===== src/rtl/alu_seq_pkg.sv =====
// Shared definitions for the sequential ALU: opcode values and FSM state encoding.
package alu_seq_pkg;

  localparam logic [2:0] OP_ADD = 3'b000;
  localparam logic [2:0] OP_SUB = 3'b001;
  localparam logic [2:0] OP_AND = 3'b010;
  localparam logic [2:0] OP_OR  = 3'b011;
  localparam logic [2:0] OP_XOR = 3'b100;
  localparam logic [2:0] OP_MUL = 3'b101;

  typedef enum logic [1:0] {
    IDLE = 2'd0,
    BUSY = 2'd1,
    DONE = 2'd2
  } state_t;

endpackage


===== src/rtl/alu_seq_if.sv =====
// Operand/result bus of the sequential ALU: master is the operand source and result sink.
interface alu_seq_if #(
  parameter int WIDTH = 8
);

  // Valid/ready: a transfer happens on a rising edge where valid and ready are both high;
  // the producer holds its payload stable while valid is high and ready is low.
  logic             in_valid;
  logic             in_ready;
  logic [WIDTH-1:0] A;
  logic [WIDTH-1:0] B;
  logic             Cin;
  logic             Bin;
  logic [2:0]       OPcode;
  logic             out_valid;
  logic             out_ready;
  logic [WIDTH-1:0] Result;
  logic [WIDTH-1:0] ResultHi;
  logic             Cout;
  logic             Bout;
  logic             Zero;
  logic             Err;

  modport master (
    output in_valid, A, B, Cin, Bin, OPcode, out_ready,
    input  in_ready, out_valid, Result, ResultHi, Cout, Bout, Zero, Err
  );

  modport slave (
    input  in_valid, A, B, Cin, Bin, OPcode, out_ready,
    output in_ready, out_valid, Result, ResultHi, Cout, Bout, Zero, Err
  );

endinterface


===== src/rtl/alu_mul_iter.sv =====
// Iterative unsigned shift-add multiplier, one multiplier bit per cycle, LSB first.
module alu_mul_iter #(
  parameter int WIDTH = 8
) (
  input  logic               clk,
  input  logic               rst_n,
  input  logic               i_start,
  input  logic [WIDTH-1:0]   i_a,
  input  logic [WIDTH-1:0]   i_b,
  output logic               o_done,
  output logic [2*WIDTH-1:0] o_product
);

  localparam int CW = $clog2(WIDTH + 1);

  logic [2*WIDTH-1:0] r_mcand;
  logic [2*WIDTH-1:0] r_acc;
  logic [WIDTH-1:0]   r_mplier;
  logic [CW-1:0]      r_cnt;
  logic [2*WIDTH-1:0] w_acc_next;

  assign w_acc_next = r_mplier[0] ? (r_acc + r_mcand) : r_acc;
  // The final step's sum is exposed directly so the product lands on the edge the counter hits 0.
  assign o_done     = (r_cnt == CW'(1));
  assign o_product  = w_acc_next;

  always_ff @(posedge clk or negedge rst_n) begin
    if (!rst_n) begin
      r_mcand  <= '0;
      r_acc    <= '0;
      r_mplier <= '0;
      r_cnt    <= '0;
    end else if (i_start) begin
      r_mcand  <= {{WIDTH{1'b0}}, i_a};
      r_acc    <= '0;
      r_mplier <= i_b;
      r_cnt    <= CW'(WIDTH);
    end else if (r_cnt != '0) begin
      r_acc    <= w_acc_next;
      r_mcand  <= r_mcand << 1;
      r_mplier <= r_mplier >> 1;
      r_cnt    <= r_cnt - CW'(1);
    end
  end

endmodule


===== src/rtl/alu_seq.sv =====
// Handshaked ALU: single-cycle logic/arithmetic ops, iterative MUL, registered result and flags.
module alu_seq
  import alu_seq_pkg::*;
#(
  parameter int WIDTH = 8
) (
  input  logic   clk,
  input  logic   rst_n,
  alu_seq_if.slave bus,
  output state_t o_state
);

  state_t             r_state;
  state_t             w_state_next;
  logic               w_start_mul;
  logic               w_load_single;
  logic               w_mul_done;
  logic [2*WIDTH-1:0] w_product;

  logic [WIDTH:0]     w_sum;
  logic [WIDTH:0]     w_diff;
  logic [WIDTH-1:0]   w_alu_res;
  logic               w_cout;
  logic               w_bout;
  logic               w_err;

  logic [WIDTH-1:0]   r_result;
  logic [WIDTH-1:0]   r_result_hi;
  logic               r_cout;
  logic               r_bout;
  logic               r_zero;
  logic               r_err;

  alu_mul_iter #(.WIDTH(WIDTH)) u_mul (
    .clk       (clk),
    .rst_n     (rst_n),
    .i_start   (w_start_mul),
    .i_a       (bus.A),
    .i_b       (bus.B),
    .o_done    (w_mul_done),
    .o_product (w_product)
  );

  // The extra top bit of the difference is the borrow: it is set exactly when A < B + Bin.
  assign w_sum  = {1'b0, bus.A} + {1'b0, bus.B} + {{WIDTH{1'b0}}, bus.Cin};
  assign w_diff = {1'b0, bus.A} - {1'b0, bus.B} - {{WIDTH{1'b0}}, bus.Bin};

  always_comb begin
    w_alu_res = '0;
    w_cout    = 1'b0;
    w_bout    = 1'b0;
    w_err     = 1'b0;
    case (bus.OPcode)
      OP_ADD: begin
        w_alu_res = w_sum[WIDTH-1:0];
        w_cout    = w_sum[WIDTH];
      end
      OP_SUB: begin
        w_alu_res = w_diff[WIDTH-1:0];
        w_bout    = w_diff[WIDTH];
      end
      OP_AND:  w_alu_res = bus.A & bus.B;
      OP_OR:   w_alu_res = bus.A | bus.B;
      OP_XOR:  w_alu_res = bus.A ^ bus.B;
      OP_MUL:  w_alu_res = '0;
      default: w_err     = 1'b1;
    endcase
  end

  always_ff @(posedge clk or negedge rst_n) begin
    if (!rst_n) r_state <= IDLE;
    else        r_state <= w_state_next;
  end

  always_comb begin
    w_state_next  = r_state;
    w_start_mul   = 1'b0;
    w_load_single = 1'b0;
    case (r_state)
      IDLE: begin
        if (bus.in_valid) begin
          if (bus.OPcode == OP_MUL) begin
            w_start_mul  = 1'b1;
            w_state_next = BUSY;
          end else begin
            w_load_single = 1'b1;
            w_state_next  = DONE;
          end
        end
      end
      BUSY:    if (w_mul_done)    w_state_next = DONE;
      DONE:    if (bus.out_ready) w_state_next = IDLE;
      default: w_state_next = IDLE;
    endcase
  end

  always_ff @(posedge clk or negedge rst_n) begin
    if (!rst_n) begin
      r_result    <= '0;
      r_result_hi <= '0;
      r_cout      <= 1'b0;
      r_bout      <= 1'b0;
      r_zero      <= 1'b0;
      r_err       <= 1'b0;
    end else if (w_load_single) begin
      r_result    <= w_alu_res;
      r_result_hi <= '0;
      r_cout      <= w_cout;
      r_bout      <= w_bout;
      r_zero      <= (w_alu_res == '0);
      r_err       <= w_err;
    end else if (r_state == BUSY && w_mul_done) begin
      r_result    <= w_product[WIDTH-1:0];
      r_result_hi <= w_product[2*WIDTH-1:WIDTH];
      r_cout      <= 1'b0;
      r_bout      <= 1'b0;
      r_zero      <= (w_product == '0);
      r_err       <= 1'b0;
    end
  end

  assign bus.in_ready  = (r_state == IDLE);
  assign bus.out_valid = (r_state == DONE);
  assign bus.Result    = r_result;
  assign bus.ResultHi  = r_result_hi;
  assign bus.Cout      = r_cout;
  assign bus.Bout      = r_bout;
  assign bus.Zero      = r_zero;
  assign bus.Err       = r_err;
  assign o_state       = r_state;

endmodule


===== src/flat_wrapper.sv =====
// flat-port wrapper written by rule: the top's interface ports become plain ports
module alu_seq_flat import alu_seq_pkg::*;
#(
  parameter int WIDTH = 8
)
  (clk, rst_n, o_state, bus_in_valid, bus_A, bus_B, bus_Cin, bus_Bin, bus_OPcode, bus_out_ready, bus_in_ready, bus_out_valid, bus_Result, bus_ResultHi, bus_Cout, bus_Bout, bus_Zero, bus_Err);
  alu_seq_if #(.WIDTH(WIDTH)) bus_i ();
  input  logic clk;
  input  logic rst_n;
  output state_t o_state;
  input wire logic [$bits(bus_i.in_valid)-1:0] bus_in_valid;
  input wire logic [$bits(bus_i.A)-1:0] bus_A;
  input wire logic [$bits(bus_i.B)-1:0] bus_B;
  input wire logic [$bits(bus_i.Cin)-1:0] bus_Cin;
  input wire logic [$bits(bus_i.Bin)-1:0] bus_Bin;
  input wire logic [$bits(bus_i.OPcode)-1:0] bus_OPcode;
  input wire logic [$bits(bus_i.out_ready)-1:0] bus_out_ready;
  output wire logic [$bits(bus_i.in_ready)-1:0] bus_in_ready;
  output wire logic [$bits(bus_i.out_valid)-1:0] bus_out_valid;
  output wire logic [$bits(bus_i.Result)-1:0] bus_Result;
  output wire logic [$bits(bus_i.ResultHi)-1:0] bus_ResultHi;
  output wire logic [$bits(bus_i.Cout)-1:0] bus_Cout;
  output wire logic [$bits(bus_i.Bout)-1:0] bus_Bout;
  output wire logic [$bits(bus_i.Zero)-1:0] bus_Zero;
  output wire logic [$bits(bus_i.Err)-1:0] bus_Err;
  assign bus_i.in_valid = bus_in_valid;
  assign bus_i.A = bus_A;
  assign bus_i.B = bus_B;
  assign bus_i.Cin = bus_Cin;
  assign bus_i.Bin = bus_Bin;
  assign bus_i.OPcode = bus_OPcode;
  assign bus_i.out_ready = bus_out_ready;
  assign bus_in_ready = bus_i.in_ready;
  assign bus_out_valid = bus_i.out_valid;
  assign bus_Result = bus_i.Result;
  assign bus_ResultHi = bus_i.ResultHi;
  assign bus_Cout = bus_i.Cout;
  assign bus_Bout = bus_i.Bout;
  assign bus_Zero = bus_i.Zero;
  assign bus_Err = bus_i.Err;
  alu_seq #(.WIDTH(WIDTH)) u_core (.clk(clk), .rst_n(rst_n), .bus(bus_i), .o_state(o_state));
endmodule

===== config.mk =====
export PLATFORM = sky130hd
export DESIGN_NAME = alu_seq_flat
export DESIGN_NICKNAME = d
export VERILOG_FILES = /design/src/rtl/alu_seq_pkg.sv /design/src/rtl/alu_seq_if.sv /design/src/rtl/alu_mul_iter.sv /design/src/rtl/alu_seq.sv /design/src/flat_wrapper.sv
export SDC_FILE = /design/constraint.sdc
export NUM_CORES = 1
export LEC_CHECK = 0
export BUFFER_PORTS_ARGS = -buffer_cell sky130_fd_sc_hd__buf_2
export CAP_MARGIN = 20
export CELL_PAD_IN_SITES_DETAIL_PLACEMENT = 1
export CELL_PAD_IN_SITES_GLOBAL_PLACEMENT = 2
export CORE_ASPECT_RATIO = 1.5
export CORE_MARGIN = 2
export CORE_UTILIZATION = 37
export DETAILED_ROUTE_END_ITERATION = 6
export PLACE_DENSITY_LB_ADDON = 0.1
export REMOVE_ABC_BUFFERS = 1
export SYNTH_ARGS = -nofsm -noshare
export SYNTH_HDL_FRONTEND = slang
export SYNTH_SLANG_ARGS = --single-unit

===== constraint.sdc =====
create_clock -name clk -period 3.1 [get_ports clk]
set_input_delay 0.31 -clock clk [delete_from_list [all_inputs] [get_ports clk]]
set_output_delay 0.31 -clock clk [all_outputs]
set_load 0.05 [all_outputs]

==> results of run 1 <==
-- per-stage QoR --
step                      util, %  setup WS [ps]  TNS (ps)  cells
after global placement      41.37          144.6         0    752
after floorplan                 -         -680.4    -24910    529
after global routing        43.95          45.98         0    768
final                       43.95          161.1         0    768
after CTS                   43.80          61.79         0    768
after detailed placement    41.37          67.43         0    752
-- layer usage --
metal / global-route usage, % / routed length [microns]
met5: 0 / 0
met1: 22.90 / 5664
met3: 3.093 / 292
met2: 43.45 / 8366
met4: 6.433 / 249
-- worst paths after layout --
check                                                        start                             endpoint  cells after the start
worst max-delay path            u_core.u_mul.r_acc[12]$_DFFE_PN0P_          u_core.bus.Zero$_DFFE_PN0P_                     10
worst min-delay path                                      bus_A[2]  u_core.u_mul.r_mcand[2]$_DFFE_PN0P_                      3
worst max register to register  u_core.u_mul.r_acc[12]$_DFFE_PN0P_          u_core.bus.Zero$_DFFE_PN0P_                     10
worst min register to register         u_core.bus.Cout$_DFFE_PN0P_          u_core.bus.Cout$_DFFE_PN0P_                      2
max in group asynchronous                                    rst_n    u_core.u_mul.r_acc[3]$_DFFE_PN0P_                      3
min in group asynchronous                                    rst_n        u_core.o_state[1]$_DFFE_PN0P_                      2
-- what timing repair did --
item	4_1_cts	5_1_grt
setup buffers	0	0
hold endpoints to repair	12	0
setup endpoints to repair	0	1
hold buffers	1	0
resized for setup	0	4
-- state kept, by name, summed over array words and instances, names as in the netlist, 2 cells and up --
signal / count
u_core.u_mul.r_cnt: 4
u_core.o_state: 2
u_core.bus.Result: 8
u_core.bus.ResultHi: 8
u_core.u_mul.r_mplier: 8
u_core.u_mul.r_acc: 16
u_core.u_mul.r_mcand: 16
-- power groups by stage --
stage	Sequential (mW)	Clock (mW)	Combinational (mW)
2_1_floorplan	1.65	0	1.67
3_3_place_gp	1.43	0	2.63
3_5_place_dp	1.45	0	2.68
4_1_cts	1.44	1.08	2.69
5_1_grt	1.48	1.11	2.97
6_report	1.43	1.05	2.68
-- layout make-up --
cell class,instances,area (sq um)
clock buffers,13,270.3
clock inverters,2,35.03
fillers,1552,7261
inverters,36,135.1
multi-input cells,427,3007
flip-flops and latches,66,1652
well taps,159,198.9
repair buffers,65,395.4
-- layout by cell type (no fill, tap or decap), types with 2 or more instances in the layout --
cell type                   netlist  routed
sky130_fd_sc_hd__xnor2_1         18      18
sky130_fd_sc_hd__xor2_1          11      11
sky130_fd_sc_hd__and2_1           4       4
sky130_fd_sc_hd__o41ai_2          1       2
sky130_fd_sc_hd__clkbuf_8         0       3
sky130_fd_sc_hd__nor3_1          11      11
sky130_fd_sc_hd__a221oi_1         4       4
sky130_fd_sc_hd__buf_4            1      14
sky130_fd_sc_hd__buf_12           0       2
sky130_fd_sc_hd__mux2i_1         24      24
sky130_fd_sc_hd__buf_2            2      48
sky130_fd_sc_hd__nand3_1          5       5
sky130_fd_sc_hd__nand4_1          4       4
sky130_fd_sc_hd__o2111ai_1        2       2
sky130_fd_sc_hd__a21oi_2          2       3
sky130_fd_sc_hd__dfrtp_1         66      66
sky130_fd_sc_hd__a21o_1           5       5
sky130_fd_sc_hd__a32o_1           2       2
sky130_fd_sc_hd__o21bai_1         3       3
sky130_fd_sc_hd__a21oi_1         41      40
sky130_fd_sc_hd__or3_1            2       2
sky130_fd_sc_hd__o221ai_1         6       6
sky130_fd_sc_hd__a22oi_1          6       6
sky130_fd_sc_hd__nor2b_1          5       5
sky130_fd_sc_hd__o21ai_0         36      36
sky130_fd_sc_hd__nand2b_1         2       2
sky130_fd_sc_hd__inv_1           36      36
sky130_fd_sc_hd__clkbuf_16        0       9
sky130_fd_sc_hd__nand2_1         69      69
sky130_fd_sc_hd__fa_1             5       4
sky130_fd_sc_hd__nor2_1          52      51
sky130_fd_sc_hd__o22ai_1          6       6
sky130_fd_sc_hd__a31o_2           4       4
sky130_fd_sc_hd__o211ai_1         3       3
sky130_fd_sc_hd__a22o_1           9       9
sky130_fd_sc_hd__a211oi_1        14      13
sky130_fd_sc_hd__mux2_2           4       4
sky130_fd_sc_hd__ha_1            48      48
-- critical path: cells and delay by family (launching register included) --
| family | cells | cell delay, ps |
|---|---|---|
| adder cells (fa/ha/maj) | 1 | 390 |
| XOR/XNOR | 2 | 420 |
| flip-flops | 1 | 420 |
| AO/OA/AOI/OAI | 5 | 1360 |
| AND/OR/NAND/NOR | 2 | 260 |
-- cells by family after synthesis --
family	after synthesis	share of synthesized area, %
XOR/XNOR	29	5.214
flip-flops	66	33.91
AND/OR/NAND/NOR	163	14.72
AO/OA/AOI/OAI	153	20.63
adder cells (fa/ha/maj)	53	14.38
buffers and inverters	61	4.983
multiplexers	29	6.165
==> qor.log, run 1 <==
qor: floorplanning.die_width 97.68 microns
qor: logic_synthesis.synth_area_leader_cell sky130_fd_sc_hd__dfrtp_1
qor: power_and_ir_drop.share_seq_of_total_power 27.8%
qor: layout.antenna_cells_inserted 0
qor: critical_path.setup.worst_path.class reg -> reg
qor: logic_synthesis.synth-edff-count 0
qor: grt.grt_first_pass_wirelength 23460 microns
qor: sta.final.period_utilization 94.80%
qor: floorplanning.die_area 0.01412 sq mm
qor: logic_synthesis.syn_inst 554
qor: power_and_ir_drop.internal_power 2.851 mW
qor: floorplanning.rows 51
qor: power_and_ir_drop.power.density_cell_area 906.0 mW/mm^2
qor: sta.finalCriticalPeriod 2939 ps
qor: routing.wire_per_inst 18.98 microns
qor: logic_synthesis.total_number_of_yosys_warnings 0
qor: floorplanning.start_util 37.60%
qor: status.outcome finished, final reports clean
qor: logic_synthesis.synth-seq-area-share 33.91%
qor: power_and_ir_drop.p_clk_share 20.3%
qor: critical_path.critPathRequiredTime 3330 ps
qor: sta.final.hold.worst_slack 238.1 ps
qor: routing.route.vias.total 4212
qor: logic_synthesis.synth.lib_cells_used.distinct 55
qor: routing.drc 0
qor: grt.grt_antenna_before_repair 0
qor: routing.drt_pass_1_iters 4
qor: clock_network.max-clock-path-buffers 2
qor: layout.post-route-cell-area 0.005693 sq mm
qor: clock_network.tritoncts built
qor: sta.setup-violations-final 0
qor: logic_synthesis.synth.avg_cell_area 8.792 sq um
qor: sta.timing_hold_violations_final 0
qor: placed_design.place.detailed.hpwl 11570 microns
qor: routing.post_drt_via_cell_ratio 5.484
qor: logic_synthesis.synth_top_cells_by_area sky130_fd_sc_hd__dfrtp_1 (34%), sky130_fd_sc_hd__ha_1 (12%), sky130_fd_sc_hd__nand2_1 (5.3%)
qor: placed_design.detailed_place.area 0.005359 sq mm
qor: sta.worst-slew-pin-transition 690.1 ps
qor: layout.final_nets 683
qor: flow_run.maxcap_viol_count 0
qor: grt.gr-usage-all-layers 21.55%
qor: routing.drt_first_iter_violations 101
qor: power_and_ir_drop.total_leakage_power 2.723 nW
qor: placed_design.place_congestion 0.8321
qor: sta.grt_setup_unrepaired no
qor: layout.flow.area_growth_from_synthesis 16.88%
qor: critical_path.worstSetupEndpointType register
qor: logic_synthesis.fraction_of_post_synthesis_cell_area_in_the_top_cell_type_by_area 33.91%
qor: critical_path.reg2reg_slack 160 ps
qor: clock_network.clock-sinks 66
qor: power_and_ir_drop.net-switching-power 2.307 mW
qor: sta.timing.final.max_slew_violations 0
qor: routing.detail-route-antenna-nets 0
qor: sta.final.setup_skew 7.775 ps
qor: clock_network.root_buffer sky130_fd_sc_hd__clkbuf_16
qor: logic_synthesis.synthesis.area 0.004871 sq mm
qor: logic_synthesis.dominant_register_cell_in_the_synthesized_netlist sky130_fd_sc_hd__dfrtp_1
qor: floorplanning.pin_count 49
qor: critical_path.path_max_fanout 6
qor: logic_synthesis.yosys_register_bits 66
qor: grt.grt_max_degree 42
qor: critical_path.critical-path-slowest-cell sky130_fd_sc_hd__dfrtp_1
qor: clock_network.cts-buffers-inserted 9
qor: logic_synthesis.synthArstFlopShare 100.0%
qor: worst_hold_path.hp-class in -> reg
qor: clock_network.clkTransAtPathRegs 50 ps
qor: power_and_ir_drop.sw_frac_of_total 44.72%
qor: power_and_ir_drop.fin_total_pwr 5.158 mW
qor: clock_network.clk-insertion-delay-late 330 ps
qor: routing.drt_wl_total 14570 microns
qor: grt.vias_in_the_first_global_route 4462
qor: critical_path.critPathMaxStageDelay 420 ps
qor: clock_network.h-tree-depth 3
qor: sta.max_slew_margin 53.64%
qor: grt.gr_ovfl_total 0
qor: critical_path.crit_path_cell_chain ha_1 -> a21oi_1 -> o221ai_1 -> a221oi_1 -> o41ai_2 -> xor2_1 -> nand2_1 -> xor2_1 -> nand2_1 -> o31ai_2
qor: critical_path.worst_ep_arrival_time 3170 ps
qor: power_and_ir_drop.combPwrFrac 51.9%
qor: floorplanning.design.core.area 0.01295 sq mm
qor: sta.fmax 0.3403 GHz
qor: floorplanning.die_y 144.5 microns
qor: logic_synthesis.yosysMostFrequentCell sky130_fd_sc_hd__nand2_1
qor: placed_design.buffer_ports.inserted 48
qor: logic_synthesis.netlist_top_cells_count sky130_fd_sc_hd__nand2_1 (69), sky130_fd_sc_hd__dfrtp_1 (66), sky130_fd_sc_hd__nor2_1 (52), sky130_fd_sc_hd__ha_1 (48), sky130_fd_sc_hd__a21oi_1 (41)
qor: power_and_ir_drop.power.ir.vdd_worst 328.6 uV
qor: critical_path.worstSetupStartpointType register
qor: layout.drive_above_1_share 16.58%
Power figures use the tool's default switching activity.
==> run 2: changes to the inputs <==
--- a/config.mk
+++ b/config.mk
@@ -11,7 +11,8 @@
 export CELL_PAD_IN_SITES_GLOBAL_PLACEMENT = 2
 export CORE_ASPECT_RATIO = 1.5
 export CORE_MARGIN = 2
-export CORE_UTILIZATION = 37
+export CORE_UTILIZATION = 26
+export CTS_BUF_LIST = sky130_fd_sc_hd__clkbuf_16
 export DETAILED_ROUTE_END_ITERATION = 6
 export PLACE_DENSITY_LB_ADDON = 0.1
 export REMOVE_ABC_BUFFERS = 1
==> constraint.sdc (replaced) <==
create_clock -name clk -period 3.32 [get_ports clk]
set_input_delay 0.332 -clock clk [delete_from_list [all_inputs] [get_ports clk]]
set_output_delay 0.332 -clock clk [all_outputs]
set_load 0.05 [all_outputs]
==> run 2 against run 1 <==
Design area up 0.92%; worst hold slack worse by 210 ps; fmax down 4.4%; global-route usage down 4.5 points; routed wire length up 9.0%; sequential power down 6%; largest cell class unchanged; clock-buffer cell count down 4; cell count up 12%; clock skew up 0.66 ps; critical endpoint unchanged; combinational power down 5%; via count down 1.0%; non-clock buffer count down 3.
==> qor.log, run 2 (same netlist as run 1, synthesis figures left out) <==
qor: status.outcome finished, final reports clean
qor: floorplanning.pin_count 49 [unchanged]
qor: routing.drc 0 [unchanged]
qor: layout.utilization 31.11% [-13 points]
qor: clock_network.root_buffer sky130_fd_sc_hd__clkbuf_16
qor: grt.vias_in_the_first_global_route 4582 [+2.7%]
qor: sta.timing_hold_violations_final 0 [unchanged]
qor: clock_network.cts-buffers-inserted 9 [unchanged]
qor: flow_run.maxcap_viol_count 0 [unchanged]
qor: clock_network.cts_setup_buffers 0 [unchanged]
qor: clock_network.tritoncts built
qor: grt.gr-usage-all-layers 17.02% [-4.5 points]
qor: clock_network.h-tree-depth 3 [unchanged]
qor: sta.finalCriticalPeriod 3073 ps [+133.8 ps]
qor: routing.drt_wl_total 15890 microns [+9.0%]
qor: layout.post-route-cell-area 0.005746 sq mm [+0.92%]
qor: layout.final_nets 680 [-0.44%]
qor: clock_network.max-clock-path-buffers 2 [unchanged]
qor: critical_path.setup.worst_path.class reg -> reg
qor: power_and_ir_drop.total_leakage_power 2.685 nW [-1.4%]
qor: placed_design.buffer_ports.inserted 48 [unchanged]
qor: sta.timing.final.max_slew_violations 0 [unchanged]
qor: sta.fmax 0.3254 GHz [-4.4%]
qor: layout.flow.area_growth_from_synthesis 17.96%
qor: critical_path.worst_ep_arrival_time 3320 ps [+150 ps]
qor: critical_path.worstSetupStartpointType register
qor: sta.final.hold.worst_slack 30.66 ps [-207.4 ps]
qor: layout.reg.largest.list u_core.u_mul.r_acc (16), u_core.u_mul.r_mcand (16)
qor: critical_path.r2r_cells 11 [+1]
qor: grt.grt_antenna_before_repair 0 [unchanged]
qor: clock_network.post_cts_resized 0 [unchanged]
qor: clock_network.clk-insertion-delay-late 340 ps [about the same]
qor: power_and_ir_drop.power.ir.vdd_worst 239.2 uV [-27%]
qor: sta.max_slew_margin 49.05% [-4.6 points]
qor: sta.final.period_utilization 92.55% [-2.3 points]
qor: floorplanning.die_width 115.8 microns [+19%]
qor: clock_network.clock-sinks 66 [unchanged]
qor: grt.gr_ovfl_total 0 [unchanged]
qor: floorplanning.die_y 171.6 microns [+19%]
qor: clock_network.hold_buffers 0 [-1]
qor: grt.grt_max_degree 39 [-7.1%]
qor: routing.detail-route-antenna-nets 0 [unchanged]
qor: sta.worst-slew-pin-transition 762.5 ps [+72.45 ps]
qor: floorplanning.design.core.area 0.01847 sq mm [+43%]
qor: placed_design.place_congestion 0.7873 [-5.4%]
qor: layout.antenna_cells_inserted 0 [unchanged]
qor: routing.route.vias.total 4169 [-1.0%]
qor: power_and_ir_drop.power.density_cell_area 838.4 mW/mm^2 [-7.5%]
qor: routing.post_drt_via_cell_ratio 4.853 [-12%]
qor: sta.setup-violations-final 0 [unchanged]
qor: critical_path.critPathRequiredTime 3570 ps [+240 ps]
qor: critical_path.worstSetupEndpointType register
qor: routing.wire_per_inst 18.50 microns [-2.5%]
qor: layout.layout_commonest_cell sky130_fd_sc_hd__nand2_1
qor: layout.drive_above_1_share 16.14% [-0.44 points]
qor: placed_design.detailed_place.area 0.005455 sq mm [+1.8%]
qor: routing.drt_pass_1_iters 4 [unchanged]
qor: worst_hold_path.hp-class in -> async
qor: sta.grt_setup_unrepaired no
qor: clock_network.clkTransAtPathRegs 70 ps [+20 ps]
qor: floorplanning.die_area 0.01987 sq mm [+41%]
qor: routing.drt_first_iter_violations 100 [-0.99%]
qor: grt.grt_first_pass_wirelength 25710 microns [+9.6%]
qor: critical_path.path_max_fanout 3 [-3]
qor: floorplanning.start_util 26.37% [-11 points]
qor: sta.final.setup_skew 8.430 ps [+0.6556 ps]
qor: layout.layout_common_cells sky130_fd_sc_hd__nand2_1 (69), sky130_fd_sc_hd__dfrtp_1 (66), sky130_fd_sc_hd__nor2_1 (51), sky130_fd_sc_hd__ha_1 (48), sky130_fd_sc_hd__buf_2 (48)
qor: floorplanning.rows 61 [+20%]
qor: placed_design.place.detailed.hpwl 12490 microns [+7.9%]
[run 2: cell type report]
type,instances,area [sq um]
clock inverters,7,61.31
well taps,252,315.3
multi-input cells,427,2992
clock buffers,9,225.2
fillers,2222,12720
repair buffers,62,365.4
flip-flops and latches,66,1652
inverters,36,135.1
[run 2: worst paths after layout]
kind / slack, ps / end / from
hold reg to reg: 490 / u_core.bus.Cout$_DFFE_PN0P_ / u_core.bus.Cout$_DFFE_PN0P_
max in group asynchronous: 2440 / u_core.bus.Err$_DFFE_PN0P_ / rst_n
min in group clk: 250 / u_core.u_mul.r_mplier[1]$_DFFE_PN0P_ / bus_B[1]
setup / recovery: 250 / u_core.bus.Zero$_DFFE_PN0P_ / u_core.u_mul.r_mcand[0]$_DFFE_PN0P_
setup reg to reg: 250 / u_core.bus.Zero$_DFFE_PN0P_ / u_core.u_mul.r_mcand[0]$_DFFE_PN0P_
hold / removal: 30 / u_core.u_mul.r_cnt[0]$_DFFE_PN0P_ / rst_n
[run 2: layer usage]
metal | GRT usage, % | wire, microns | part of all wire (%) | vias up
li1 | - | - | - | 2046
met1 | 19.88 | 6742 | 42 | 2077
met2 | 32.52 | 8783 | 55 | 37
met3 | 2.114 | 181 | 1.1 | 9
met4 | 3.882 | 184 | 1.2 | 0
met5 | 0 | 0 | 0 | -
[run 2: worst max-delay path, stage by stage, from the launching register on]
cell,delay (ps)
sky130_fd_sc_hd__dfrtp_1,410
sky130_fd_sc_hd__ha_1,250
sky130_fd_sc_hd__fa_1,430
sky130_fd_sc_hd__a211oi_1,250
sky130_fd_sc_hd__o21bai_1,180
sky130_fd_sc_hd__o21ai_2,200
sky130_fd_sc_hd__xnor2_1,140
sky130_fd_sc_hd__a21oi_1,120
sky130_fd_sc_hd__or4_4,500
sky130_fd_sc_hd__nor3_2,130
sky130_fd_sc_hd__nand4_1,130
sky130_fd_sc_hd__o31ai_2,230
[run 2: report_power, final]
| group | internal (mW) | switching (mW) |
|---|---|---|
| Sequential | 1.09 | 0.261 |
| Clock | 0.519 | 0.415 |
| Combinational | 0.935 | 1.60 |
| Total | 2.54 | 2.28 |
[run 2: metrics by stage]
| step | TNS [ps] | setup WS, ps | instances | power [mW] |
|---|---|---|---|---|
| final | 0 | 247.3 | 859 | 4.817 |
| after global routing | 0 | 40.64 | 859 | 5.204 |
| after CTS | 0 | 218.4 | 859 | 4.895 |
| after detailed placement | 0 | 242.5 | 843 | 3.930 |
| after global placement | 0 | 313.4 | 842 | 3.877 |
| after floorplan | -15230 | -460.4 | 529 | 3.097 |
